`src/rtl/pc_fetch_sequencer.sv`:
```
// PC fetch sequencer: drives the PC register input, runs the imem fetch
// handshake, issues instructions to decode, and halts on fault or request.
// Ports: clk/reset; pc_current -> pc_next; imem_req/addr/ack/rdata;
// inst_valid/out/pc with core_ready; redirect/trap/halt requests;
// halted and sticky fault status.
module pc_fetch_sequencer #(
  parameter int DATA_WIDTH = 32,
  parameter logic [DATA_WIDTH-1:0] RESET_VECTOR = 32'h0000_0000,
  parameter logic [DATA_WIDTH-1:0] TRAP_VECTOR = 32'h0000_1000,
  parameter int FETCH_TIMEOUT = 15
) (
  input  logic                  clk,
  input  logic                  reset,
  input  logic [DATA_WIDTH-1:0] pc_current,
  output logic [DATA_WIDTH-1:0] pc_next,
  output logic                  imem_req,
  output logic [DATA_WIDTH-1:0] imem_addr,
  input  logic                  imem_ack,
  input  logic [DATA_WIDTH-1:0] imem_rdata,
  output logic                  inst_valid,
  output logic [DATA_WIDTH-1:0] inst_out,
  output logic [DATA_WIDTH-1:0] inst_pc,
  input  logic                  core_ready,
  input  logic                  redirect_valid,
  input  logic [DATA_WIDTH-1:0] redirect_target,
  input  logic                  trap_req,
  input  logic                  halt_req,
  output logic                  halted,
  output logic                  fault
);

  typedef enum logic [1:0] {
    BOOT,
    FETCH,
    ISSUE,
    HALT
  } state_t;

  localparam logic [3:0] TO_LAST = 4'(FETCH_TIMEOUT - 1);

  state_t                state;
  logic [3:0]            cnt;
  logic [DATA_WIDTH-1:0] inst_q;
  logic [DATA_WIDTH-1:0] ipc_q;
  logic                  fault_q;
  logic                  hs;
  logic                  misaligned;

  assign hs         = (state == ISSUE) && core_ready;
  assign misaligned = |redirect_target[1:0];

  always_ff @(posedge clk) begin
    if (reset) begin
      state   <= BOOT;
      cnt     <= '0;
      inst_q  <= '0;
      ipc_q   <= '0;
      fault_q <= 1'b0;
    end else begin
      unique case (state)
        BOOT: begin
          cnt   <= '0;
          state <= FETCH;
        end
        FETCH: begin
          if (imem_ack) begin
            inst_q <= imem_rdata;
            ipc_q  <= pc_current;
            cnt    <= '0;
            state  <= ISSUE;
          end else if (cnt == TO_LAST) begin
            // Memory never answered: give up and freeze the core.
            fault_q <= 1'b1;
            cnt     <= '0;
            state   <= HALT;
          end else begin
            cnt <= cnt + 4'd1;
          end
        end
        ISSUE: begin
          if (core_ready) begin
            if (halt_req) begin
              state <= HALT;
            end else if (trap_req) begin
              state <= FETCH;
            end else if (redirect_valid && misaligned) begin
              fault_q <= 1'b1;
              state   <= HALT;
            end else begin
              state <= FETCH;
            end
          end
        end
        HALT: state <= HALT;
        default: state <= BOOT;
      endcase
    end
  end

  always_comb begin
    pc_next = pc_current;
    if (reset) begin
      pc_next = RESET_VECTOR;
    end else if (hs) begin
      if (halt_req) begin
        pc_next = pc_current;
      end else if (trap_req) begin
        pc_next = TRAP_VECTOR;
      end else if (redirect_valid) begin
        pc_next = misaligned ? pc_current : redirect_target;
      end else begin
        // Natural wrap at the top of the address space.
        pc_next = pc_current + DATA_WIDTH'(4);
      end
    end
  end

  // Reset gates the visible outputs so they are quiet from the very
  // first reset cycle, before the state register has been cleared.
  assign imem_req   = !reset && (state == FETCH);
  assign imem_addr  = pc_current;
  assign inst_valid = !reset && (state == ISSUE);
  assign halted     = !reset && (state == HALT);
  assign fault      = !reset && fault_q;
  assign inst_out   = reset ? '0 : inst_q;
  assign inst_pc    = reset ? '0 : ipc_q;

endmodule

```
`config.mk`:
```
export PLATFORM = sky130hd
export DESIGN_NAME = pc_fetch_sequencer
export DESIGN_NICKNAME = d
export VERILOG_FILES = /design/src/rtl/pc_fetch_sequencer.sv
export SDC_FILE = /design/constraint.sdc
export NUM_CORES = 1
export LEC_CHECK = 0
export CAP_MARGIN = 20
export CORE_MARGIN = 5
export CORE_UTILIZATION = 42
export CTS_CLUSTER_SIZE = 40
export DETAILED_ROUTE_END_ITERATION = 8
export GPL_TIMING_DRIVEN = 0
export PLACE_DENSITY = 0.91
export RECOVER_POWER = 25
export SLEW_MARGIN = 15
export SYNTH_ARGS = -nofsm -noshare
export SYNTH_HDL_FRONTEND = slang
export SYNTH_SLANG_ARGS = --single-unit
```
`constraint.sdc`:
```
create_clock -name clk -period 3.41 [get_ports clk]
set_input_delay 1.023 -clock clk [delete_from_list [all_inputs] [get_ports clk]]
set_output_delay 1.023 -clock clk [all_outputs]
set_load 0.01 [all_outputs]
```
# Word-level counts from Yosys, hierarchy flattened
# Index checks and enable logic that the tools add are counted.
# word_totals
reg_bits	71
in_bits	103
output_inout_bits	132
wordCells	57
# op_classes
add_sub_neg	2
n_eq_ne	11
muxes	25
reduce_logical	14
# op_table
operator	n
two-way mux 32 bit	8
adder 32 x 3 -> 32 bit (second input constant)	1
two-way mux 2 bit	6
!= test 2 bit (second input constant)	5
two-way mux 4 bit	2
one-hot mux 2 bit (4 select lines)	1
one-hot mux 4 bit (2 select lines)	1
AND reduction 7 bit	1
logical AND 1 bit	6
two-way mux 1 bit	6
adder 4 x 1 -> 4 bit (second input constant)	1
== test 2 bit (second input constant)	2
== test 4 bit (second input constant)	1
AND reduction 2 bit	2
nonzero test 2 bit	2
!= test 3 bit (second input constant)	1
== test 2 x 1 -> 1 bit (second input constant)	1
zero test 2 bit	1
!= test 2 x 1 -> 1 bit (second input constant)	1
one-hot mux 1 bit (2 select lines)	1
OR reduction 2 bit	1
zero test 1 bit	1

# Logic depth before layout (Yosys ltp)
# Gate-level depths: netlist of the first run.
# logic_depth
ltp_word	7
mapped_depth	8
mapped_depth_nobuf	7

# Least setup slack after synthesis of the first run
# No wires, ideal clock.
# synth_timing
kind	input -> output
from	in pc_current[2]
to	out pc_next[22]
arrival_ns	2.649
required_time_ns	2.387
slack_ns	-0.262
cell_stages	6
path_buffers	0
cell_sequence	ha_1 -> nand4_1 -> nor3_2 -> nand4_1 -> mux2i_1 -> a2111oi_0
# synth_via
elab_chain_len	6
# synth_lines
element	line_no	source
start, declared	14	input logic [DATA_WIDTH-1:0] pc_current,
adder 32 x 3 -> 32 bit	113	pc_next = pc_current + DATA_WIDTH'(4);
two-way mux 32 bit	109	end else if (redirect_valid) begin
two-way mux 32 bit	107	end else if (trap_req) begin
two-way mux 32 bit	105	if (halt_req) begin
two-way mux 32 bit	104	end else if (hs) begin
two-way mux 32 bit	102	if (reset) begin
end, declared	15	output logic [DATA_WIDTH-1:0] pc_next,
# Every way passes these cells.

# Worst setup path in the final report of the first run
# layout_timing
from	in pc_current[3]
to	out pc_next[22]
# The elaborated chain is that of the path after synthesis.

==> Implementation_results.wiki, run 1 <==
{| class="wikitable"
! Metric !! Value
|-
| Number of antenna violations at the first check in global routing || 2
|-
| Post-route total power || ~2.6 mW
|-
| Syn-to-layout area delta || 79.9%
|-
| RSZ-0062 raised after global routing || true
|-
| Aggregate global routing overflow || 0
|-
| Io pins || 235
|-
| Number of nets produced by synthesis || 835
|-
| Run status || finished with violations
|-
| Total via count after detailed routing || 7319
|-
| Sort of element at the end of the critical path || output port
|-
| Antenna fix cells || 0
|-
| Number of nets with antenna violations after detailed routing || 0
|-
| Top library cells by usage in the layout, fill and taps aside || sky130_fd_sc_hd__nand2_1 (179), sky130_fd_sc_hd__clkdlybuf4s50_1 (99), sky130_fd_sc_hd__a21oi_1 (91)
|-
| Width of the die || 118 um
|-
| Worst path required time || 2.39 ns
|-
| Arr. time, crit path || between 2 and 3 ns
|-
| Largest stage delay on the critical path || between 0.5 and 0.6 ns
|-
| Minimum setup slack in the final design || -0.447 ns
|-
| Post-synth top area share || 0.288
|-
| Wire length of the first global-routing pass || 34800 um
|-
| Static Leakage || 4.08 nW
|-
| TritonCTS Sinks || 71
|-
| Clock share of power || 0.346
|-
| Drt via density || 6.27
|-
| Port Buffers || ~230
|-
| Worst-path cell chain || buf_12 -> ha_4 -> nand4_1 -> nor3_4 -> nand4_1 -> mux2i_1 -> a2111oi_2 -> buf_2
|-
| Crit path time final || 3.86 ns
|-
| Setup clock skew after layout || 0.00867 ns
|-
| Count of hold buffers inserted by post-cts repair || 0
|-
| DRC violations left || 24
|-
| Leading cell types by total area after synthesis || sky130_fd_sc_hd__dfxtp_1 (29%), sky130_fd_sc_hd__nand2_1 (14%), sky130_fd_sc_hd__a21oi_1 (9.6%), sky130_fd_sc_hd__nor2b_1 (8.8%), sky130_fd_sc_hd__buf_4 (4.9%)
|-
| Crit Path Category || in2out
|-
| Source-to-sink clock delay at the later pin of the worst-skew pair || 0.33 ns
|-
| Syn Area/Cell || 6.76 sq um
|-
| Global-route total usage across every layer || 0.303
|-
| Ys flop type || sky130_fd_sc_hd__dfxtp_1
|-
| Number of different library cells in the post-synthesis netlist || 64
|-
| Maximum root-to-sink buffer count || 2
|-
| Largest vdd supply drop || roughly 0.23 mV
|-
| 1st-iter DRT viols || roughly 1100
|-
| Fmax achieved || 259 MHz
|-
| CTS Root Cell || sky130_fd_sc_hd__clkbuf_16
|-
| Fraction of synthesis flops using an asynchronous set or reset pin || 0
|-
| Number of buffers inserted during clock tree synthesis || 9
|-
| Cell-internal power || about 1.7 mW
|-
| Violations in the final reports || design-rule violations, negative setup slack
|-
| Synthesis-stage register bit count || between 70 and 80
|-
| Post-layout nets || roughly 1100
|-
| Cell family with the largest share of critical-path delay || compound AO/OA/AOI/OAI gates
|-
| Power per unit of standard cell area || 288 nW/um^2
|-
| Vert. Die Dim || 118 um
|-
| Critical-path maximum fanout || 4
|-
| Power share of the combinational group || 0.305
|-
| Util after Layout || 0.773
|-
| Total number of placement rows || 39
|-
| Clk slew on worst S/H paths || 0.06 ns
|-
| Final Max Tran Viols || 0
|-
| Least-Margin Pin Slew || 0.624 ns
|-
| Portion of the post-synthesis area used by sequential elements || 0.288
|-
| Routed length per placed instance || about 22 um
|-
| Count of flip-flops with a built-in enable after synthesis || 0
|-
| TritonCTS clock tree || yes
|-
| Netlist area before placement || just under 5000 sq um
|-
| TritonRoute pass-1 iters || 9
|-
| Initial Utilization || 0.430
|-
| Final GP Congestion || 0.947
|-
| Number of global-route vias before repair || 6645
|-
| Relative max-transition margin || 0.584
|-
| Slowest cell on the critical path || sky130_fd_sc_hd__a2111oi_2
|-
| Post-Syn Instances || approximately 730
|-
| Most numerous cell on the critical path || sky130_fd_sc_hd__nand4_1
|-
| Fraction of final layout cells with drive strength greater than 1 || 0.273
|-
| Ys Warns || 0
|-
| Switch share || 0.316
|-
| Final worst-path cycle share || 1.13
|-
| Setup Viol. Count Final || 38
|-
| Kind of start point of the critical path || primary input
|-
| Number of buffers and inverters on the critical path || 2
|-
| Number of max-cap violations || 0
|-
| CORE AREA || between 10000 and 15000 sq um
|-
| Total placed cells including tap cells || approximately 1100
|-
| Type of the worst min-delay path || reg2reg
|-
| Sequential power share || 0.349
|-
| HPWL reported at the end of detailed placement || 15000 um
|-
| Die Footprint || 14000 sq um
|-
| Power spent charging and discharging nets || 0.808 mW
|-
| Dominant cell type by area after synthesis || sky130_fd_sc_hd__dfxtp_1
|-
| Routed wire length || around 26000 um
|-
| Most common cell after layout, fill and taps aside || sky130_fd_sc_hd__nand2_1
|-
| Endpoints failing hold || 0
|-
| Number of H-tree levels || 3
|-
| Pin count of the biggest net entering global routing || 13
|-
| Hold_ws || 0.449 ns
|-
| Count of non-filler cells in the finished layout || around 1200
|}
layout make-up:
| cell class | count | area [sq um] |
|---|---|---|
| multi-input cells | 561 | 3570 |
| repair buffers | 284 | 2690 |
| fillers | 776 | 2600 |
| flip-flops and latches | 71 | 1420 |
| plain buffers | 85 | 694 |
| clock buffers | 10 | 239 |
| well taps | 143 | 179 |
| clock inverters | 5 | 35.0 |
| inverters | 9 | 35.0 |
stage by stage:
stage / TNS (ns) / area (sq um) / setup slack, ns
final: -3.29 / 8870 / -0.447
after floorplan: 0 / 4950 / 0.0191
after detailed placement: -86.15 / 7390 / -1.54
after CTS: -0.349 / 8370 / -0.137
after global routing: -3.87 / 8870 / -0.478
after global placement: -86.74 / 7390 / -1.54
worst paths after layout:
kind / from / to / slack [ns] / cells past startpoint
max: pc_current[3] / pc_next[22] / -0.45 / 8
max reg2reg: state[0] / ipc_q[20] / 1.21 / 6
min: inst_q[3] / inst_q[3] / 0.45 / 2
min reg2reg: inst_q[3] / inst_q[3] / 0.45 / 2
power groups by stage:
stage,logic [mW],registers [mW],clock network [mW]
2_1_floorplan,0.299,0.903,0
3_3_place_gp,0.640,0.907,0
3_5_place_dp,0.648,0.909,0
4_1_cts,0.697,0.891,0.881
5_1_grt,0.816,0.897,0.921
6_report,0.779,0.892,0.885
metal layers:
| layer | GRT usage | vias to the layer above | part of all wire | wire length (um) |
|---|---|---|---|---|
| met4 | 0.168 | 4 | 0.083 | 2140 |
| met3 | 0.0840 | 276 | 0.13 | 3340 |
| li1 | - | 3061 | - | - |
| met1 | 0.355 | 3270 | 0.34 | 8630 |
| met2 | 0.500 | 708 | 0.45 | 11400 |
| met5 | 0 | - | 0.0014 | 37 |
flip-flops by register name, indices dropped and copies added, names as in the netlist:
register / flops
fault_q: 1
state: 2
cnt: 4
inst_q: 32
ipc_q: 32
kinds of logic (layout without fill, tap and decap cells):
kind of cell,after synthesis,after routing,synth area share
buf+inv,98,393,0.106
flops,71,71,0.288
compound gates,183,183,0.224
xor+xnor,3,3,0.00533
fa+ha+maj,3,3,0.00762
mux,5,5,0.0102
simple gates,366,367,0.359
worst min-delay path, stage by stage (launching register included):
cell                      delay [ns]
sky130_fd_sc_hd__dfxtp_1        0.30
sky130_fd_sc_hd__nand2_1        0.05
sky130_fd_sc_hd__a21oi_1        0.05
cells in the mapped netlist (all sizes together), types with 2 or more instances:
master,instances
nand2,181
a21oi,95
dfxtp,71
nor2b,69
buf,54
nor2,38
clkbuf,35
o21ai,27
nor3,19
nand3,13
a31oi,9
nand4,9
a22oi,8
inv,8
nor4,8
o211ai,6
and2,5
and3,5
mux2i,5
a211oi,4
and4,4
nand2b,4
or3,4
a211o,3
a311oi,3
ha,3
o22ai,3
o2bb2ai,3
a2111oi,2
a221o,2
a2bb2oi,2
a41oi,2
o2111ai,2
o31a,2
o31ai,2
or2,2
xnor2,2
timing repair:
item	CTS	global route
gates cloned	4	0
endpoints found under the setup margin	109	55
setup buffers	31	25
pin swaps	40	32
gates resized for setup	479	108
Power figures use the tool's default switching activity.
==> inputs of run 2 (changes only) <==
--- a/config.mk
+++ b/config.mk
@@ -11,7 +11,7 @@
 export CTS_CLUSTER_SIZE = 40
 export DETAILED_ROUTE_END_ITERATION = 8
 export GPL_TIMING_DRIVEN = 0
-export PLACE_DENSITY = 0.91
+export PLACE_DENSITY_LB_ADDON = 0.3
 export RECOVER_POWER = 25
 export SLEW_MARGIN = 15
 export SYNTH_ARGS = -nofsm -noshare
==> run 2 against run 1 <==
The flow finishes with violations (negative setup slack). Highest routed layer is now met4. Combinational power down 2.8%. Clock power rose by 15%. Global-route usage down 1.3 points. Worst setup slack better by 0.26 ns. Largest cell class unchanged. Power increased by 4.4%. Sequential share of layout area up 0.28 points. Die area stayed put. Via count decreased by 8.2%. Routed wire length fell by 10%.
==> Implementation_results.wiki, run 2 (same netlist as run 1, synthesis figures left out) <==
{| class="wikitable"
! Metric !! Value
|-
| Setup TNS || -2.25 ns (was -3.29 ns)
|-
| Number of H-tree levels || 3 (unchanged)
|-
| Critical-path maximum fanout || 4 (unchanged)
|-
| Fmax achieved || 278 MHz (was 259 MHz)
|-
| Setup Viol. Count Final || 23 (was 38)
|-
| TritonCTS clock tree || yes (unchanged)
|-
| Setup clock skew after layout || 0.00747 ns (was 0.00867 ns)
|-
| Post-layout nets || 1113 (was 1127)
|-
| Power per unit of standard cell area || 306 nW/um^2 (was 288 nW/um^2)
|-
| Endpoints failing hold || 0 (unchanged)
|-
| RSZ-0062 raised after global routing || true (unchanged)
|-
| Final worst-path cycle share || 1.06 (was 1.13)
|-
| Pin count of the biggest net entering global routing || 14 (was 13)
|-
| Clk slew on worst S/H paths || 0.06 ns (about the same)
|-
| Hold_ws || 0.447 ns (was 0.449 ns)
|-
| Top library cells by usage in the layout, fill and taps aside || sky130_fd_sc_hd__nand2_1 (179), sky130_fd_sc_hd__clkdlybuf4s50_1 (114), sky130_fd_sc_hd__a21oi_1 (90) (was sky130_fd_sc_hd__nand2_1 (179), sky130_fd_sc_hd__clkdlybuf4s50_1 (99), sky130_fd_sc_hd__a21oi_1 (91))
|-
| Routed wire length || 22900 um (was 25600 um)
|-
| CTS Root Cell || sky130_fd_sc_hd__clkbuf_16 (unchanged)
|-
| Type of the worst min-delay path || reg2reg (unchanged)
|-
| Initial Utilization || 0.430 (unchanged)
|-
| Io pins || 235 (unchanged)
|-
| Largest vdd supply drop || 0.279 mV (was 0.228 mV)
|-
| Total via count after detailed routing || 6721 (was 7319)
|-
| Count of hold buffers inserted by post-cts repair || 0 (unchanged)
|-
| Syn-to-layout area delta || 76.9% (was 79.9%)
|-
| 1st-iter DRT viols || 747 (was 1074)
|-
| DRC violations left || 0 (was 24)
|-
| Total placed cells including tap cells || 1098 (unchanged)
|-
| Minimum setup slack in the final design || -0.192 ns (was -0.447 ns)
|-
| Launch point of the worst hold path || inst_q[16] (was inst_q[3])
|-
| Number of max-cap violations || 0 (unchanged)
|-
| Antenna fix cells || 0 (unchanged)
|-
| Sort of element at the end of the critical path || output port (unchanged)
|-
| Number of nets with antenna violations after detailed routing || 0 (unchanged)
|-
| Aggregate global routing overflow || 0 (unchanged)
|-
| FF-to-FF setup slack || 1.21 ns (about the same)
|-
| Routed length per placed instance || 19.9 um (was 21.9 um)
|-
| Count of non-filler cells in the finished layout || 1155 (was 1168)
|-
| Least-Margin Pin Slew || 0.680 ns (was 0.624 ns)
|-
| Width of the die || 118 um (unchanged)
|-
| Worst path required time || 2.39 ns (about the same)
|-
| Global-route total usage across every layer || 0.291 (was 0.303)
|-
| Vert. Die Dim || 118 um (unchanged)
|-
| Relative max-transition margin || 0.546 (was 0.584)
|-
| Source-to-sink clock delay at the later pin of the worst-skew pair || 0.32 ns (was 0.33 ns)
|-
| Crit path time final || 3.60 ns (was 3.86 ns)
|-
| Number of antenna violations at the first check in global routing || 0 (was 2)
|-
| Start of the worst register-to-register path || state[0] (unchanged)
|-
| Violations in the final reports || negative setup slack (was design-rule violations, negative setup slack)
|-
| Most common cell after layout, fill and taps aside || sky130_fd_sc_hd__nand2_1 (unchanged)
|-
| Port Buffers || 226 (unchanged)
|-
| Final GP Congestion || 0.997 (was 0.947)
|-
| Post-route total power || 2.67 mW (was 2.56 mW)
|-
| CORE AREA || 11500 sq um (unchanged)
|-
| Startpoint of the worst setup timing path || pc_current[3] (unchanged)
|-
| Maximum root-to-sink buffer count || 2 (unchanged)
|-
| Arr. time, crit path || 2.58 ns (was 2.83 ns)
|-
| Total number of placement rows || 39 (unchanged)
|-
| Filler Cells Inserted || 862 (was 776)
|-
| Run status || finished with violations (unchanged)
|-
| TritonCTS Sinks || 71 (unchanged)
|-
| Wire length of the first global-routing pass || 33500 um (was 34800 um)
|-
| Static Leakage || 3.65 nW (was 4.08 nW)
|-
| Final Max Tran Viols || 0 (unchanged)
|-
| Number of buffers inserted during clock tree synthesis || 9 (unchanged)
|-
| HPWL reported at the end of detailed placement || 14700 um (was 15000 um)
|-
| Drt via density || 5.82 (was 6.27)
|-
| Largest regs || inst_q x32, ipc_q x32, cnt x4 (unchanged)
|-
| TritonRoute pass-1 iters || 5 (was 9)
|-
| Crit Path Category || in2out (unchanged)
|-
| Util after Layout || 0.760 (was 0.773)
|-
| Kind of start point of the critical path || primary input (unchanged)
|-
| Number of global-route vias before repair || 6318 (was 6645)
|-
| Die Footprint || 14000 sq um (unchanged)
|-
| Fraction of final layout cells with drive strength greater than 1 || 0.254 (was 0.273)
|}
[run 2: changes by cell type in the layout (fill, tap and decap cells not counted), sizes merged, moves of 4 or more]
cell,before,now
dlymetal6s2s,23,1
clkdlybuf4s50,99,114
buf,157,145
dlygate4sd2,44,54
clkdlybuf4s15,6,0
clkinv,5,1
[run 2: critical path, cell delays in order]
cell and delay [ns]:
sky130_fd_sc_hd__buf_12 0.09, sky130_fd_sc_hd__ha_4 0.15, sky130_fd_sc_hd__nand4_1 0.18, sky130_fd_sc_hd__nor3_4 0.24, sky130_fd_sc_hd__nand4_1 0.14, sky130_fd_sc_hd__mux2i_1 0.16, sky130_fd_sc_hd__a2111oi_2 0.38, sky130_fd_sc_hd__buf_2 0.22
[run 2: layout make-up]
cell class | count | area [sq um] | area share
multi-input cells | 561 | 3540 | 0.406
repair buffers | 269 | 2530 | 0.290
flip-flops and latches | 71 | 1420 | 0.163
plain buffers | 86 | 688 | 0.0789
clock buffers | 10 | 229 | 0.0263
well taps | 143 | 179 | 0.0205
clock inverters | 6 | 92.6 | 0.0106
inverters | 9 | 35.0 | 0.00402
[run 2: stage by stage]
stage	cell area [sq um]	setup WS (ns)
CTS	8380	-0.136
finish	8720	-0.192
detailed placement	7390	-1.60
global placement	7390	-1.59
global route	8720	-0.256
floorplan	4950	0.0191
[run 2: repair_timing]
action	4_1_cts	5_1_grt
buffers inserted	28	11
setup endpoints to repair	107	55
pin swaps	38	36
gates cloned	6	0
endpoints found under the hold margin	0	0
gates resized for setup	478	83
[run 2: power breakdown]
group	total (mW)	leakage [nW]	internal [mW]	switching, mW
combinational	0.757	2.92	0.368	0.389
sequential	0.891	0.578	0.871	0.0203
clock	1.02	0.150	0.646	0.375
[run 2: routing by layer]
| layer | share of wire | wire (um) | vias to the layer above | track usage |
|---|---|---|---|---|
| met2 | 0.46 | 10500 | 523 | 0.480 |
| met1 | 0.37 | 8460 | 3029 | 0.358 |
| met5 | 0 | 0 | - | 0 |
| met4 | 0.055 | 1270 | 0 | 0.136 |
| li1 | - | - | 3036 | - |
| met3 | 0.12 | 2700 | 133 | 0.0683 |
[run 2: path summary, 6_finish.rpt]
kind,endpoint,cells past startpoint
min,inst_q[16],2
max reg2reg,ipc_q[17],6
min reg2reg,inst_q[16],2
max,pc_next[22],8
